--- src/rtl/instr_encoder.sv ---
// ---------------------------------------------------------------------------
// instr_encoder
//
// Builds a 32-bit RISC-V style instruction word from its separate fields.
// The encoded words go into a small FIFO and leave through a valid/ready
// handshake. The block also counts delivered words and delivered error words.
//
// Optional feature macro: INSTR_ENC_RANGE_CHECK_EN
//   When this macro is defined, out_err is also raised when an immediate does
//   not fit its format. The word is still encoded from the truncated
//   immediate bits. When the macro is undefined, out_err only flags the
//   reserved imm_type codes.
//
// Parameters
//   FIFO_DEPTH  : number of output buffer entries (power of two, >= 2)
//
// Ports
//   clk         : clock; all state changes on the rising edge
//   rst_n       : asynchronous active-low reset
//   in_valid    : request fields are valid
//   in_ready    : encoder can accept a request (FIFO not full)
//   in_opcode   : 7-bit opcode field
//   in_imm_type : selects the instruction format
//   in_rd/in_rs1/in_rs2/in_funct3/in_funct7 : register and function fields
//   in_imm      : two's-complement immediate (full 32-bit value for IMM_U)
//   out_valid   : head of the FIFO holds a word
//   out_ready   : consumer accepts the head word
//   out_instr   : encoded word at the head of the FIFO
//   out_err     : encoding error flag for that word
//   enc_count   : delivered words (saturates at 16'hFFFF)
//   err_count   : delivered words with out_err set (saturates at 16'hFFFF)
// ---------------------------------------------------------------------------

typedef enum logic [6:0] {
    OP_LOAD   = 7'b0000011,
    OP_IMM    = 7'b0010011,
    OP_AUIPC  = 7'b0010111,
    OP_STORE  = 7'b0100011,
    OP_REG    = 7'b0110011,
    OP_LUI    = 7'b0110111,
    OP_BRANCH = 7'b1100011,
    OP_JALR   = 7'b1100111,
    OP_JAL    = 7'b1101111
} opcode_e;

// Codes 3'b101 and 3'b110 are reserved and produce an error word.
typedef enum logic [2:0] {
    IMM_NONE = 3'b000,
    IMM_I    = 3'b001,
    IMM_S    = 3'b010,
    IMM_B    = 3'b011,
    IMM_U    = 3'b100,
    IMM_J    = 3'b111
} imm_type_e;

module instr_encoder #(
    parameter int FIFO_DEPTH = 2
) (
    input  logic        clk,
    input  logic        rst_n,
    input  logic        in_valid,
    output logic        in_ready,
    input  opcode_e     in_opcode,
    input  imm_type_e   in_imm_type,
    input  logic [4:0]  in_rd,
    input  logic [4:0]  in_rs1,
    input  logic [4:0]  in_rs2,
    input  logic [2:0]  in_funct3,
    input  logic [6:0]  in_funct7,
    input  logic [31:0] in_imm,
    output logic        out_valid,
    input  logic        out_ready,
    output logic [31:0] out_instr,
    output logic        out_err,
    output logic [15:0] enc_count,
    output logic [15:0] err_count
);

    localparam int AW = $clog2(FIFO_DEPTH);
    localparam int CW = AW + 1;

    logic [32:0]   mem [FIFO_DEPTH];
    logic [AW-1:0] wr_ptr;
    logic [AW-1:0] rd_ptr;
    logic [CW-1:0] count;
    logic          live;
    logic          full;
    logic          empty;
    logic          push;
    logic          pop;
    logic [31:0]   enc_word;
    logic          enc_err;
    logic          range_bad;

    // Bit placement for each format. Opcode and funct legality are ignored.
    always_comb begin
        enc_word = '0;
        enc_err  = 1'b0;
        case (in_imm_type)
            IMM_NONE: enc_word = {in_funct7, in_rs2, in_rs1, in_funct3, in_rd, in_opcode};
            IMM_I:    enc_word = {in_imm[11:0], in_rs1, in_funct3, in_rd, in_opcode};
            IMM_S:    enc_word = {in_imm[11:5], in_rs2, in_rs1, in_funct3, in_imm[4:0], in_opcode};
            IMM_B:    enc_word = {in_imm[12], in_imm[10:5], in_rs2, in_rs1, in_funct3,
                                  in_imm[4:1], in_imm[11], in_opcode};
            IMM_U:    enc_word = {in_imm[31:12], in_rd, in_opcode};
            IMM_J:    enc_word = {in_imm[20], in_imm[10:1], in_imm[11], in_imm[19:12],
                                  in_rd, in_opcode};
            default: begin
                enc_word = '0;
                enc_err  = 1'b1;
            end
        endcase
        enc_err = enc_err | range_bad;
    end

`ifdef INSTR_ENC_RANGE_CHECK_EN
    // A signed value fits when every bit from the sign position upward agrees.
    // B and J offsets must also be even because bit 0 is not encoded.
    always_comb begin
        range_bad = 1'b0;
        case (in_imm_type)
            IMM_I, IMM_S: range_bad = !((&in_imm[31:11]) || !(|in_imm[31:11]));
            IMM_B:        range_bad = !((&in_imm[31:12]) || !(|in_imm[31:12])) || in_imm[0];
            IMM_J:        range_bad = !((&in_imm[31:20]) || !(|in_imm[31:20])) || in_imm[0];
            IMM_U:        range_bad = |in_imm[11:0];
            default:      range_bad = 1'b0;
        endcase
    end
`else
    assign range_bad = 1'b0;
`endif

    // in_ready is held low until the first edge after reset. It depends only
    // on registered state, so there is no combinational path from out_ready.
    assign full      = (count == CW'(FIFO_DEPTH));
    assign empty     = (count == '0);
    assign in_ready  = live & ~full;
    assign out_valid = ~empty;
    assign push      = in_valid & in_ready;
    assign pop       = out_valid & out_ready;

    // The outputs are gated by out_valid. This keeps them at zero during reset
    // and when the FIFO is empty, without clearing the storage array.
    assign out_instr = out_valid ? mem[rd_ptr][31:0] : 32'h0;
    assign out_err   = out_valid & mem[rd_ptr][32];

    // The storage array needs no reset because the occupancy count controls
    // which entries are visible.
    always_ff @(posedge clk) begin
        if (push) begin
            mem[wr_ptr] <= {enc_err, enc_word};
        end
    end

    // Pointers wrap naturally because FIFO_DEPTH is a power of two.
    // A simultaneous push and pop leaves the count unchanged.
    always_ff @(posedge clk or negedge rst_n) begin
        if (!rst_n) begin
            wr_ptr <= '0;
            rd_ptr <= '0;
            count  <= '0;
            live   <= 1'b0;
        end else begin
            live <= 1'b1;
            if (push) begin
                wr_ptr <= wr_ptr + AW'(1);
            end
            if (pop) begin
                rd_ptr <= rd_ptr + AW'(1);
            end
            case ({push, pop})
                2'b10:   count <= count + CW'(1);
                2'b01:   count <= count - CW'(1);
                default: count <= count;
            endcase
        end
    end

    // Delivery counters saturate at 16'hFFFF.
    always_ff @(posedge clk or negedge rst_n) begin
        if (!rst_n) begin
            enc_count <= '0;
            err_count <= '0;
        end else if (pop) begin
            if (enc_count != 16'hFFFF) begin
                enc_count <= enc_count + 16'd1;
            end
            if (out_err && (err_count != 16'hFFFF)) begin
                err_count <= err_count + 16'd1;
            end
        end
    end

endmodule

--- config.mk ---
export PLATFORM = sky130hd
export DESIGN_NAME = instr_encoder
export DESIGN_NICKNAME = d
export VERILOG_FILES = /design/src/rtl/instr_encoder.sv
export SDC_FILE = /design/constraint.sdc
export NUM_CORES = 1
export LEC_CHECK = 0
export CORE_UTILIZATION = 25
export CTS_BUF_LIST = sky130_fd_sc_hd__clkbuf_8
export CTS_CLUSTER_DIAMETER = 150
export DETAILED_ROUTE_END_ITERATION = 12
export DONT_BUFFER_PORTS = 1
export SLEW_MARGIN = 20
export SYNTH_ARGS = -nofsm -noshare
export SYNTH_HDL_FRONTEND = slang
export SYNTH_SLANG_ARGS = --single-unit
--- constraint.sdc ---
create_clock -name clk -period 7.1 [get_ports clk]
set_input_delay 1.065 -clock clk [delete_from_list [all_inputs] [get_ports clk]]
set_output_delay 1.065 -clock clk [all_outputs]
set_load 0.005 [all_outputs]
# [Yosys cells after proc, flatten, opt, wreduce, memory -nomap -nowiden]
# Memory sizes are Yosys's and may differ from the RTL's.
# Cells that the tools add are included.
[word_totals] input_bits=71 ram_bits=66 word_cells=42 register_bits=37 out_inout_bits=67 mem_count=1
[mem_list] memory="mem" words=2 width=33 rd=1 rd_clocked_by_memory_dff=0 wr=1 line_no="82" source="logic [32:0] mem [FIFO_DEPTH];"
[op_classes] reduce_logical=7 muxes=6 n_bitwise=6 n_addsub=6 n_eq_ne=10
[op_table] op="$pmux 32 s6" n=1
[op_table] op="$add 16x1->16 const B" n=2
[op_table] op="$mux 32" n=1
[op_table] op="$ne 16x16->1 const B" n=2
[op_table] op="$eq 3x2->1 const B" n=2
[op_table] op="$eq 3x3->1 const B" n=2
[op_table] op="$reduce_or 6->1" n=1
[op_table] op="$and 1x1->1" n=4
[op_table] op="$eq 2x2->1 const B" n=2
[op_table] op="$pmux 2 s2" n=1
[op_table] op="$reduce_and 2->1" n=2
[op_table] op="$eq 3x1->1 const B" n=1
[op_table] op="$logic_not 3->1" n=1
[op_table] op="$mux 1" n=3
[op_table] op="$add 1x1->1 const B" n=2
[op_table] op="$add 2x1->2 const B" n=1
[op_table] op="$eq 2x1->1 const B" n=1
[op_table] op="$logic_not 2->1" n=1
[op_table] op="$not 1->1" n=2
[op_table] op="$reduce_bool 2->1" n=1
[op_table] op="$sub 2x1->2 const B" n=1
[op_table] op="$logic_and 1x1->1" n=1

# [Logic depth before layout (Yosys ltp)]
# Gate-level depths: netlist of run 1.
[depth] ltp_word=6 ltp_mapped=7 ltp_nobuf=7

# [Worst setup path after synthesis of run 1]
# OpenSTA, ideal clock, no wires.
[synth_path] kind="input -> register" from="in in_valid" to="mem mem[0][0] (enable)" arrival_time_ns=2.567 setup_slack_ns=4.110 t_required_ns=6.677 n_path_buf=0 stages=2 setup_ns=0.423 cell_sequence="nand2_1 > nor2_1"
[synth_via] elab_chain_cells=3
[synth_rtl] item="start, declared" line_no="61" source="input logic in_valid,"
[synth_rtl] item="$and 1x1->1" line_no="139" source="assign push = in_valid & in_ready;"
[synth_rtl] item="$mux 1" line_no="150" source="if (push) begin"
[synth_rtl] item="$mux 1 (not written as such)" line_no="151" source="mem[wr_ptr] <= {enc_err, enc_word};"
[synth_rtl] item="end, declared" line_no="82"
# No other way between the ends.

# [Worst setup path in the final report of run 1]
[layout_path] from="reg rd_ptr" to="out out_err"
[layout_via] elab_chain_cells=2
[layout_rtl] item="start, declared" line_no="84" source="logic [AW-1:0] rd_ptr;"
[layout_rtl] item="start signal, assigned" line_no="169" source="rd_ptr <= rd_ptr + AW'(1);"
[layout_rtl] item="$mem_v2 2x33"
[layout_rtl] item="$and 1x1->1" line_no="145" source="assign out_err = out_valid & mem[rd_ptr][32];"
[layout_rtl] item="end, declared" line_no="74" source="output logic out_err,"
# No other way between the ends.

==> Flow_metrics.wiki, run 1 <==
{| class="wikitable"
! Metric !! Value
|-
| Status || finished, final reports clean
|-
| Time the final worst path needs with I/O delays and setup || 3080 ps
|-
| Count of input and output buffers || 0
|-
| Classification of the worst-slack hold path || in -> async
|-
| Critical Path, Cell by Cell || mux2_4, nor2b_1
|-
| Areal power density over the cells || 305 mW/mm^2
|-
| Number of enable flip-flop cells after synthesis || 66
|-
| Post-synthesis instance area || 0.00487 mm^2
|-
| Fillcell total || 1965
|-
| Total Routed Length || 11100 um
|-
| Number of nets at the end of the flow || 468
|-
| Die Outline Area || 0.0200 mm^2
|-
| Post-CTS setup buffer count || 0
|-
| Starting density of the core || 0.258
|-
| Synth Instances || 400
|-
| Post-synth net total || 474
|-
| Biggest cell delay along the critical path || 1090 ps
|-
| Area of all sequential standard cells || 0.00291 mm^2
|-
| Horizontal die dimension || 142 um
|-
| Setup violations, final || 0
|-
| Initial DRC Count || 83
|-
| WL per Instance || 16.8 um
|-
| Flip-flop and latch count after synthesis || 103
|-
| Placed wire-length estimate after detailed placement || 7790 um
|-
| Weighted congestion reported at the end of routability-driven placement || 0.834
|-
| Area share of the leading cell type in the synthesized netlist || 0.407
|-
| CTS Hold Buffers Added || 0
|-
| Global-route wire length before repair || 17100 um
|-
| Top cells by area, synth || sky130_fd_sc_hd__edfxtp_1 (41%), sky130_fd_sc_hd__dfrtp_1 (19%), sky130_fd_sc_hd__mux2i_1 (10%)
|-
| Multi-input logic area || 0.00188 mm^2
|-
| CTS tree || built
|-
| Most common cell after layout, fill and taps aside || sky130_fd_sc_hd__edfxtp_1
|-
| Worst IR drop on VDD || 92.9 uV
|-
| H-Tree Depth || 3
|-
| Number of buffers between clock root and the deepest sink || 2
|-
| Root cell of the clock tree || sky130_fd_sc_hd__clkbuf_8
|-
| Core Area || 0.0189 mm^2
|-
| Achievable clock frequency || 325 MHz
|-
| Final TNS setup || 0 ps
|-
| Height of the chip || 142 um
|-
| Number of buffers created by CTS || 9
|-
| Dominant register cell in the synthesized netlist || sky130_fd_sc_hd__edfxtp_1
|-
| Global route overflow || 0
|-
| Ys Warns || 0
|-
| Count of clock tree sinks || 103
|-
| Maximum number of pins on one net before global-route repair || 38
|-
| Unrepaired setup endpoints after global routing || no
|-
| Share of flip-flops with an asynchronous set or reset || 0.359
|-
| Post-Synthesis Mean Instance Area || 12.2 um^2
|-
| Overall fraction of global-route tracks in use || 0.113
|-
| Data required time of the critical path || 6030 ps
|-
| Number of top-level pins || 138
|-
| Share of post-route cells with drive strength above 1 || 0.0777
|-
| WS Path Type || reg -> out
|-
| Slew @ Worst Pin || 1060 ps
|-
| Hold Fails Final Rpt || 0
|-
| Commonest non-fill, non-tap cells in the layout || sky130_fd_sc_hd__edfxtp_1 (66), sky130_fd_sc_hd__mux2i_1 (51), sky130_fd_sc_hd__nor2_1 (42)
|-
| Slew margin rel. || 0.292
|-
| Vias in the first global route || 3165
|-
| Endpoint type of the worst setup path || primary output
|-
| Hold slack final || 352 ps
|-
| Reported leakage power || 2.12 nW
|-
| Initial antenna violation count || 0
|-
| Worst Path Arrival || 2010 ps
|-
| Post-CTS resize count || 0
|-
| Cell type of the slowest stage on the worst timing path || sky130_fd_sc_hd__dfrtp_2
|-
| Antenna diode count || 0
|-
| Count of maximum capacitance violations || 0
|-
| Remaining antenna violation count after routing || 0
|-
| Number of detailed-route iterations in the first pass || 4
|-
| Via count normalized by instance count || 4.61
|-
| Row count || 50
|-
| Worst Clk Skew || 26.2 ps
|-
| Via count || 3041
|-
| Clock slew seen by the registers of the worst setup and hold paths || 120 ps
|-
| Crit start category || flip-flop
|-
| Detailed-route DRC error count || 0
|-
| Crit Path Max Fanout || 34
|-
| Yosys top cell by area || sky130_fd_sc_hd__edfxtp_1
|-
| Final slew viol count || 0
|-
| Post-synth cell types || 40
|-
| Clock latency on the worst-skew pair || 390 ps
|-
| Area growth from synthesis to layout || 9.89%
|-
| Portion of the clock cycle consumed by the worst path in the final layout || 0.433
|-
| Share of synthesized area occupied by flip-flops and latches || 0.597
|}
per-layer routing:
metal  routed length (um)  share of wire  global-route usage
met5                    0              0                   0
met3                  736          0.066              0.0395
met2                 5620           0.51               0.200
met1                 4600           0.42               0.127
met4                  121          0.011              0.0357
registers in the layout, summed over array words and instances, names as in the netlist:
name,cells
rd_ptr,1
live,1
err_count,16
count,2
wr_ptr,1
mem,66
enc_count,16
path summary, 6_finish.rpt:
| check | startpoint | endpoint | slack (ps) | cells after the start |
|---|---|---|---|---|
| max reg2reg | rd_ptr$_DFFE_PN0P_ | err_count[15]$_DFFE_PN0P_ | 4620 | 4 |
| min in group clk | err_count[11]$_DFFE_PN0P_ | err_count[11]$_DFFE_PN0P_ | 540 | 1 |
| max in group asynchronous | rst_n | enc_count[14]$_DFFE_PN0P_ | 6650 | 0 |
| max | rd_ptr$_DFFE_PN0P_ | out_err | 4020 | 2 |
| min | rst_n | err_count[9]$_DFFE_PN0P_ | 350 | 0 |
| min reg2reg | err_count[11]$_DFFE_PN0P_ | err_count[11]$_DFFE_PN0P_ | 540 | 1 |
metrics by stage:
| stage | setup slack, ps | util | area [um^2] | std cells | power (mW) |
|---|---|---|---|---|---|
| after floorplan | 4110 | - | 4870 | 400 | 1.16 |
| after global placement | 4390 | 0.272 | 5140 | 642 | 1.28 |
| after detailed placement | 4380 | 0.272 | 5140 | 642 | 1.30 |
| after CTS | 3920 | 0.282 | 5320 | 658 | 1.67 |
| after global routing | 3890 | 0.283 | 5350 | 659 | 1.74 |
| final | 4020 | 0.283 | 5350 | 659 | 1.63 |
cell families after synthesis:
family,after synthesis,share of synthesized area
compound gates,39,0.0517
fa+ha+maj,3,0.00771
xor+xnor,34,0.0612
other cells,1,0.000770
simple gates,142,0.149
mux,54,0.113
buf+inv,24,0.0198
flops,103,0.597
critical path, delay by kind of cell, from the launching register on:
family        cells  cell delay (ps)
flops             1             1090
simple gates      1              150
mux               1              380
final cells by class:
class | count | area share
clock buffers | 9 | 0.0232
clock inverters | 7 | 0.0115
inverters | 6 | 0.00421
multi-input cells | 273 | 0.351
flip-flops and latches | 103 | 0.544
well taps | 260 | 0.0608
repair buffers | 1 | 0.00514
power by group:
group / switching, mW / total [mW] / internal (mW) / leakage, nW
clock network: 0.224 / 0.360 / 0.136 / 0.0998
logic: 0.227 / 0.393 / 0.165 / 0.930
registers: 0.137 / 0.880 / 0.743 / 1.09
synth_stat cells (3+ instances only):
library cell / instances
sky130_fd_sc_hd__nor3_1: 10
sky130_fd_sc_hd__nand2_1: 27
sky130_fd_sc_hd__xnor2_1: 11
sky130_fd_sc_hd__a22o_1: 8
sky130_fd_sc_hd__nor2_1: 44
sky130_fd_sc_hd__nor4_1: 6
sky130_fd_sc_hd__or2_2: 4
sky130_fd_sc_hd__dfrtp_1: 37
sky130_fd_sc_hd__clkbuf_1: 11
sky130_fd_sc_hd__o21ai_0: 16
sky130_fd_sc_hd__a211oi_1: 5
sky130_fd_sc_hd__nand3_1: 10
sky130_fd_sc_hd__mux2i_1: 51
sky130_fd_sc_hd__and3_1: 7
sky130_fd_sc_hd__nand4_1: 14
sky130_fd_sc_hd__inv_1: 6
sky130_fd_sc_hd__buf_1: 4
sky130_fd_sc_hd__ha_1: 3
sky130_fd_sc_hd__xor2_1: 23
sky130_fd_sc_hd__a21oi_1: 6
sky130_fd_sc_hd__and2_1: 7
sky130_fd_sc_hd__edfxtp_1: 66
(Power assumes the default switching activity.)
==> inputs of run 2 (changes only) <==
clock period = 2.5 ns   (was 7.1 ns; I/O delays follow)
==> Flow_metrics.wiki, run 2 (synthesis gave the netlist of run 1 again) <==
{| class="wikitable"
! Metric !! Value
|-
| CTS tree || built (unchanged)
|-
| Fillcell total || 1973 (was 1965)
|-
| Clock latency on the worst-skew pair || 380 ps (was 390 ps)
|-
| Areal power density over the cells || 865 mW/mm^2 (was 305 mW/mm^2)
|-
| Initial DRC Count || 112 (was 83)
|-
| Portion of the clock cycle consumed by the worst path in the final layout || 0.847
|-
| Placed wire-length estimate after detailed placement || 7890 um (was 7790 um)
|-
| Achievable clock frequency || 472 MHz
|-
| Die Outline Area || 0.0200 mm^2 (unchanged)
|-
| Vias in the first global route || 3109 (was 3165)
|-
| Initial antenna violation count || 1 (was 0)
|-
| Overall power of the completed layout || 4.69 mW (was 1.63 mW)
|-
| Worst IR drop on VDD || 288 uV (was 92.9 uV)
|-
| Worst Path Arrival || 1740 ps (was 2010 ps)
|-
| Number of nets at the end of the flow || 474 (was 468)
|-
| Core Area || 0.0189 mm^2 (unchanged)
|-
| Slew @ Worst Pin || 839 ps (was 1060 ps)
|-
| Number of buffers between clock root and the deepest sink || 2 (unchanged)
|-
| Post-CTS resize count || 0 (unchanged)
|-
| Status || finished, final reports clean (unchanged)
|-
| Number of detailed-route iterations in the first pass || 4 (unchanged)
|-
| Count of clock tree sinks || 103 (unchanged)
|-
| Area growth from synthesis to layout || 11.3% (was 9.89%)
|-
| Data required time of the critical path || 2120 ps (was 6030 ps)
|-
| Root cell of the clock tree || sky130_fd_sc_hd__clkbuf_8 (unchanged)
|-
| Clock slew seen by the registers of the worst setup and hold paths || 110 ps (was 120 ps)
|-
| Weighted congestion reported at the end of routability-driven placement || 0.799 (was 0.834)
|-
| Maximum number of pins on one net before global-route repair || 38 (unchanged)
|-
| Share of post-route cells with drive strength above 1 || 0.0914 (was 0.0777)
|-
| Largest reg by FF count || mem (unchanged)
|-
| Remaining antenna violation count after routing || 0 (unchanged)
|-
| Via count || 3123 (was 3041)
|-
| Crit Path Max Fanout || 33 (was 34)
|-
| Endpoint type of the worst setup path || primary output (unchanged)
|-
| Horizontal die dimension || 142 um (unchanged)
|-
| Row count || 50 (unchanged)
|-
| Via count normalized by instance count || 4.69 (was 4.61)
|-
| Final slew viol count || 0 (unchanged)
|-
| Largest registers || mem x66, enc_count x16, err_count x16 (unchanged)
|-
| Final TNS setup || 0 ps (unchanged)
|-
| Setup violations, final || 0 (unchanged)
|-
| Detailed-route DRC error count || 0 (unchanged)
|-
| Unrepaired setup endpoints after global routing || no (unchanged)
|-
| Area of all sequential standard cells || 0.00291 mm^2 (unchanged)
|-
| Total Routed Length || 11300 um (was 11100 um)
|-
| Number of top-level pins || 138 (unchanged)
|-
| Height of the chip || 142 um (unchanged)
|-
| Count of maximum capacitance violations || 0 (unchanged)
|-
| WL per Instance || 17.0 um (was 16.8 um)
|-
| Post-route design area || 0.00542 mm^2 (was 0.00535 mm^2)
|-
| Reported leakage power || 2.15 nW (was 2.12 nW)
|-
| Commonest non-fill, non-tap cells in the layout || sky130_fd_sc_hd__edfxtp_1 (66), sky130_fd_sc_hd__mux2i_1 (51), sky130_fd_sc_hd__nor2_1 (42) (unchanged)
|-
| Hold Fails Final Rpt || 0 (unchanged)
|-
| Area of placed instances || 0.00520 mm^2 (was 0.00514 mm^2)
|-
| Most common cell after layout, fill and taps aside || sky130_fd_sc_hd__edfxtp_1 (unchanged)
|-
| H-Tree Depth || 3 (unchanged)
|-
| Time the final worst path needs with I/O delays and setup || 2120 ps
|-
| Global route overflow || 0 (unchanged)
|-
| Crit start category || flip-flop (unchanged)
|-
| Worst Clk Skew || 11.5 ps (was 26.2 ps)
|-
| Number of buffers created by CTS || 9 (unchanged)
|-
| Overall fraction of global-route tracks in use || 0.114 (was 0.113)
|-
| Classification of the worst-slack hold path || in -> reg (was in -> async)
|-
| Count of input and output buffers || 0 (unchanged)
|-
| Global-route wire length before repair || 17200 um (was 17100 um)
|-
| Max reg flops || 66 (unchanged)
|-
| Multi-input logic area || 0.00188 mm^2 (unchanged)
|-
| Slew margin rel. || 0.435 (was 0.292)
|-
| Starting density of the core || 0.258 (unchanged)
|-
| WS Path Type || reg -> out (unchanged)
|}
## run 2: cell types whose count changed in the layout (fill, tap and decap cells not counted), sizes merged
cell	previous run	this run
clkinvlp	0	1
inv	12	11
buf	1	6
diode	0	1
dlygate4sd3	0	1
## run 2: power breakdown
part	total [mW]	switching, mW	internal [mW]
clock network	1.02	0.633	0.386
registers	2.35	0.235	2.11
logic	1.32	0.828	0.492
total	4.69	1.70	2.99
## run 2: path summary, 6_finish.rpt
kind                                                 from                         to  slack [ps]  depth (start not counted)
worst max-delay path                   rd_ptr$_DFFE_PN0P_              out_instr[13]         380                          3
worst min-delay path                           in_imm[10]       mem[1][30]$_DFFE_PP_         210                          2
worst max register to register       count[0]$_DFFE_PN0P_  enc_count[15]$_DFFE_PN0P_         510                          4
worst min register to register  err_count[11]$_DFFE_PN0P_  err_count[11]$_DFFE_PN0P_         540                          1
max in group asynchronous                           rst_n         rd_ptr$_DFFE_PN0P_        1860                          2
min in group asynchronous                           rst_n   err_count[9]$_DFFE_PN0P_         440                          2
## run 2: area by class of cell
cell class | instances | share of cell area
antenna | 1 | 0.000462
clock buffer | 9 | 0.0229
clock inverter | 7 | 0.0115
inverter | 6 | 0.00416
multi-input combinational | 273 | 0.347
sequential | 103 | 0.537
tap | 260 | 0.0600
timing repair buffer | 7 | 0.0171
## run 2: layer usage
metal,wire (um),GRT usage,vias up
li1,-,-,1458
met3,660,0.0327,13
met1,4890,0.134,1537
met2,5610,0.196,115
met5,0,0,-
met4,151,0.0407,0
## run 2: per-stage QoR
| step | util | cells | setup slack [ps] | hold slack [ps] |
|---|---|---|---|---|
| floorplan | - | 400 | 313 | 79.4 |
| global placement | 0.275 | 647 | 518 | 80.1 |
| detailed placement | 0.275 | 647 | 518 | 80.1 |
| CTS | 0.287 | 665 | 301 | 180 |
| global route | 0.287 | 665 | 271 | 200 |
| finish | 0.287 | 666 | 383 | 212 |
## run 2: critical path: stages, from the launching register on
cell and delay, ps:
sky130_fd_sc_hd__dfrtp_2 390, sky130_fd_sc_hd__buf_4 500, sky130_fd_sc_hd__mux2i_1 340, sky130_fd_sc_hd__nor2_1 120
## run 2: timing repair
action                    in CTS  in global routing
hold buffers                   2                  0
setup buffers                  0                  0
hold endpoints to repair      37                  0
==> inputs of run 3 (changes only) <==
ABC_AREA = 1   (was default)
clock period = 1.8 ns   (was 2.5 ns; I/O delays follow)
==> Flow_metrics.wiki, run 3 <==
{| class="wikitable"
! Metric !! Value
|-
| Status || finished, final reports clean (unchanged)
|-
| Met2 Track Usage GR || 0.222 (was 0.196)
|-
| Height of the chip || 147 um (was 142 um)
|-
| Endpoint type of the worst setup path || primary output (unchanged)
|-
| Design internal power || 4.53 mW (was 2.99 mW)
|-
| Via count || 4105 (was 3123)
|-
| Gr busiest metal || met2 (unchanged)
|-
| CTS tree || built (unchanged)
|-
| Commonest non-fill, non-tap cells in the layout || sky130_fd_sc_hd__nand2_1 (245), sky130_fd_sc_hd__edfxtp_1 (66), sky130_fd_sc_hd__inv_1 (52) (was sky130_fd_sc_hd__edfxtp_1 (66), sky130_fd_sc_hd__mux2i_1 (51), sky130_fd_sc_hd__nor2_1 (42))
|-
| Buffer and inverter count on the worst path || 3 (was 1)
|-
| DP Worst Slack || 220 ps (was 518 ps)
|-
| Clock latency on the worst-skew pair || 380 ps (about the same)
|-
| Net switching fraction of the power || 0.401 (was 0.362)
|-
| Worst IR drop on VDD || 492 uV (was 288 uV)
|-
| Number of buffers created by CTS || 9 (unchanged)
|-
| Total Routed Length || 13300 um (was 11300 um)
|-
| Reported leakage power || 2.55 nW (was 2.15 nW)
|-
| Net switching power || 3.03 mW (was 1.70 mW)
|-
| Biggest cell delay along the critical path || 390 ps (was 500 ps)
|-
| Horizontal die dimension || 147 um (was 142 um)
|-
| Clock slew seen by the registers of the worst setup and hold paths || 120 ps (was 110 ps)
|-
| Largest registers || mem x66, enc_count x16, err_count x16 (unchanged)
|-
| Post-synth net total || 687 (was 474)
|-
| DP Cell Count || 899 (was 647)
|-
| Antenna diode count || 0 (was 1)
|-
| Largest reg by FF count || mem (unchanged)
|-
| Core Area || 0.0204 mm^2 (was 0.0189 mm^2)
|-
| Areal power density over the cells || 1240 mW/mm^2 (was 865 mW/mm^2)
|-
| Placed wire-length estimate after detailed placement || 9460 um (was 7890 um)
|-
| Detailed-route DRC error count || 0 (unchanged)
|-
| Count of clock tree sinks || 103 (unchanged)
|-
| Hold slack final || 77.7 ps (was 212 ps)
|-
| Gate power share || 0.383 (was 0.282)
|-
| Classification of the worst-slack hold path || in -> reg (unchanged)
|-
| Die Outline Area || 0.0215 mm^2 (was 0.0200 mm^2)
|-
| Portion of the clock cycle consumed by the worst path in the final layout || 0.948
|-
| Ys Warns || 0 (unchanged)
|-
| CP delay by family, top || flip-flops (was buffers and inverters)
|-
| Via count normalized by instance count || 4.47 (was 4.69)
|-
| Final non-filler cell total || 918 (was 666)
|-
| Cell type of the slowest stage on the worst timing path || sky130_fd_sc_hd__dfrtp_1 (was sky130_fd_sc_hd__buf_4)
|-
| Area of all sequential standard cells || 0.00291 mm^2 (about the same)
|-
| Count of maximum capacitance violations || 0 (unchanged)
|-
| Time the final worst path needs with I/O delays and setup || 1710 ps
|-
| Critical Path, Cell by Cell || buf_4, nor2_4, nor2_1, nand2_1, inv_2, buf_4 (was buf_4, mux2i_1, nor2_1)
|-
| Max reg flops || 66 (unchanged)
|-
| Fraction of power consumed by sequential logic || 0.422 (was 0.501)
|-
| Worst Clk Skew || 11.0 ps (was 11.5 ps)
|-
| Achievable clock frequency || 586 MHz
|-
| Number of top-level pins || 138 (unchanged)
|-
| Post-Synthesis Mean Instance Area || 8.53 um^2 (was 12.2 um^2)
|-
| Post-layout worst setup margin || 93.9 ps (was 383 ps)
|-
| Dominant register cell in the synthesized netlist || sky130_fd_sc_hd__edfxtp_1 (unchanged)
|-
| Critical Path Most Common Cell || sky130_fd_sc_hd__buf_4
|-
| Overall fraction of global-route tracks in use || 0.129 (was 0.114)
|-
| Clk network pwr share || 0.195 (was 0.218)
|-
| Multi-input logic area || 0.00208 mm^2 (was 0.00188 mm^2)
|-
| Number of detailed-route iterations in the first pass || 4 (unchanged)
|-
| H-Tree Depth || 3 (unchanged)
|-
| Top cells by area, synth || sky130_fd_sc_hd__edfxtp_1 (38%), sky130_fd_sc_hd__dfrtp_1 (18%), sky130_fd_sc_hd__nand2_1 (18%) (was sky130_fd_sc_hd__edfxtp_1 (41%), sky130_fd_sc_hd__dfrtp_1 (19%), sky130_fd_sc_hd__mux2i_1 (10%))
|-
| Count of input and output buffers || 0 (unchanged)
|-
| Most instantiated cells after synthesis || sky130_fd_sc_hd__nand2_1 (246), sky130_fd_sc_hd__edfxtp_1 (66), sky130_fd_sc_hd__inv_1 (53) (was sky130_fd_sc_hd__edfxtp_1 (66), sky130_fd_sc_hd__mux2i_1 (51), sky130_fd_sc_hd__nor2_1 (44))
|-
| WL per Instance || 14.5 um (was 17.0 um)
|-
| Area share of the leading cell type in the synthesized netlist || 0.379 (was 0.407)
|-
| Row count || 52 (was 50)
|-
| Unrepaired setup endpoints after global routing || yes (was no)
|-
| Global-route wire length before repair || 21200 um (was 17200 um)
|-
| Flip-flop and latch count after synthesis || 103 (unchanged)
|-
| Share of flip-flops with an asynchronous set or reset || 0.359 (unchanged)
|-
| Post-synth cell types || 30 (was 40)
|-
| Post-synthesis instance area || 0.00523 mm^2 (was 0.00487 mm^2)
|-
| Share of post-route cells with drive strength above 1 || 0.134 (was 0.0914)
|-
| Crit Path Max Fanout || 3 (was 33)
|-
| Root cell of the clock tree || sky130_fd_sc_hd__clkbuf_8 (unchanged)
|-
| Starting density of the core || 0.257 (was 0.258)
|-
| Hold Fails Final Rpt || 0 (unchanged)
|-
| Data required time of the critical path || 1530 ps (was 2120 ps)
|-
| Fillcell total || 2129 (was 1973)
|-
| Met1 track demand over resource in global routing || 0.153 (was 0.134)
|-
| Share of synthesized area occupied by flip-flops and latches || 0.556 (was 0.597)
|-
| Setup violations, final || 0 (unchanged)
|-
| Worst Path Arrival || 1440 ps (was 1740 ps)
|-
| Vias in the first global route || 3941 (was 3109)
|-
| Maximum number of pins on one net before global-route repair || 38 (unchanged)
|-
| Global-route track usage on met3 || 0.0359 (was 0.0327)
|-
| Final slew viol count || 0 (unchanged)
|-
| Remaining antenna violation count after routing || 0 (unchanged)
|-
| Most frequent cell after synthesis || sky130_fd_sc_hd__nand2_1 (was sky130_fd_sc_hd__edfxtp_1)
|-
| WS Path Type || reg -> out (unchanged)
|-
| Synth Instances || 613 (was 400)
|-
| Most common cell after layout, fill and taps aside || sky130_fd_sc_hd__nand2_1 (was sky130_fd_sc_hd__edfxtp_1)
|-
| Yosys top cell by area || sky130_fd_sc_hd__edfxtp_1 (unchanged)
|-
| Weighted congestion reported at the end of routability-driven placement || 0.830 (was 0.799)
|-
| Number of nets at the end of the flow || 717 (was 474)
|-
| Number of enable flip-flop cells after synthesis || 66 (unchanged)
|-
| Number of buffers between clock root and the deepest sink || 2 (unchanged)
|-
| Initial DRC Count || 180 (was 112)
|-
| Initial antenna violation count || 0 (was 1)
|-
| Area growth from synthesis to layout || 16.4% (was 11.3%)
|-
| Crit start category || flip-flop (unchanged)
|-
| Global route overflow || 0 (unchanged)
|}
-- run 3: changes by cell type in the layout (fill, tap and decap cells not counted), moves of 7 or more --
cell,before,now
sky130_fd_sc_hd__a21oi_1,6,21
sky130_fd_sc_hd__a21oi_2,0,12
sky130_fd_sc_hd__and2_1,7,0
sky130_fd_sc_hd__buf_4,3,26
sky130_fd_sc_hd__inv_1,6,52
sky130_fd_sc_hd__mux2i_1,51,0
sky130_fd_sc_hd__nand2_1,27,245
sky130_fd_sc_hd__nand3_1,10,46
sky130_fd_sc_hd__nor2_1,42,34
sky130_fd_sc_hd__nor3_1,10,3
sky130_fd_sc_hd__xor2_1,23,7
-- run 3: kinds of logic (layout without fill, tap and decap cells) --
group / after synthesis / in the layout / share of synthesized area
simple gates: 362 / 362 / 0.291
flops: 103 / 103 / 0.556
buf+inv: 73 / 108 / 0.0586
compound gates: 57 / 57 / 0.0636
xor+xnor: 14 / 14 / 0.0234
fa+ha+maj: 3 / 3 / 0.00718
other cells: 1 / 1 / 0.000717
-- run 3: per-stage QoR --
stage	total power, mW	instance area, um^2	setup TNS [ps]	utilization
final	7.55	6090	0	0.299
after global routing	8.16	6090	-87.1	0.299
after CTS	7.61	6030	0	0.296
after detailed placement	6.00	5780	0	0.284
after global placement	5.98	5780	0	0.284
after floorplan	4.95	5250	0	-
-- run 3: layer usage --
layer  vias up  part of all wire
met5         -                 0
met4         0             0.013
met3        10             0.063
met2       119              0.49
met1      1917              0.43
li1       2059                 -
-- run 3: layout make-up --
type | instances | area share
inverters | 56 | 0.0345
clock buffers | 9 | 0.0203
repair buffers | 36 | 0.0581
multi-input cells | 437 | 0.342
clock inverters | 7 | 0.0117
well taps | 270 | 0.0555
flip-flops and latches | 103 | 0.478
-- run 3: path summary, 6_finish.rpt --
kind                                      startpoint                        end  slack, ps  cells past startpoint
max                             count[1]$_DFFE_PN0P_                    out_err         90                      6
min reg2reg                err_count[14]$_DFFE_PN0P_  err_count[14]$_DFFE_PN0P_        590                      2
min in group asynchronous                      rst_n  enc_count[11]$_DFFE_PN0P_        320                      2
max reg2reg                     count[0]$_DFFE_PN0P_       count[1]$_DFFE_PN0P_        200                      7
min                                     in_opcode[6]        mem[0][6]$_DFFE_PP_         80                      2
max in group asynchronous                      rst_n   err_count[9]$_DFFE_PN0P_       1250                      2
-- run 3: repair_timing --
item,CTS,global route
hold buffers,2,0
buffers inserted,0,1
pin swaps,0,2
gates resized for setup,5,16
hold endpoints to repair,37,0
endpoints found under the setup margin,32,21
-- run 3: power by group through the flow --
stage,clock [mW],sequential (mW),combinational [mW]
floorplan,0,3.26,1.69
global placement,0,3.23,2.74
detailed placement,0,3.24,2.76
CTS,1.57,3.19,2.85
global route,1.67,3.23,3.26
finish,1.47,3.19,2.89
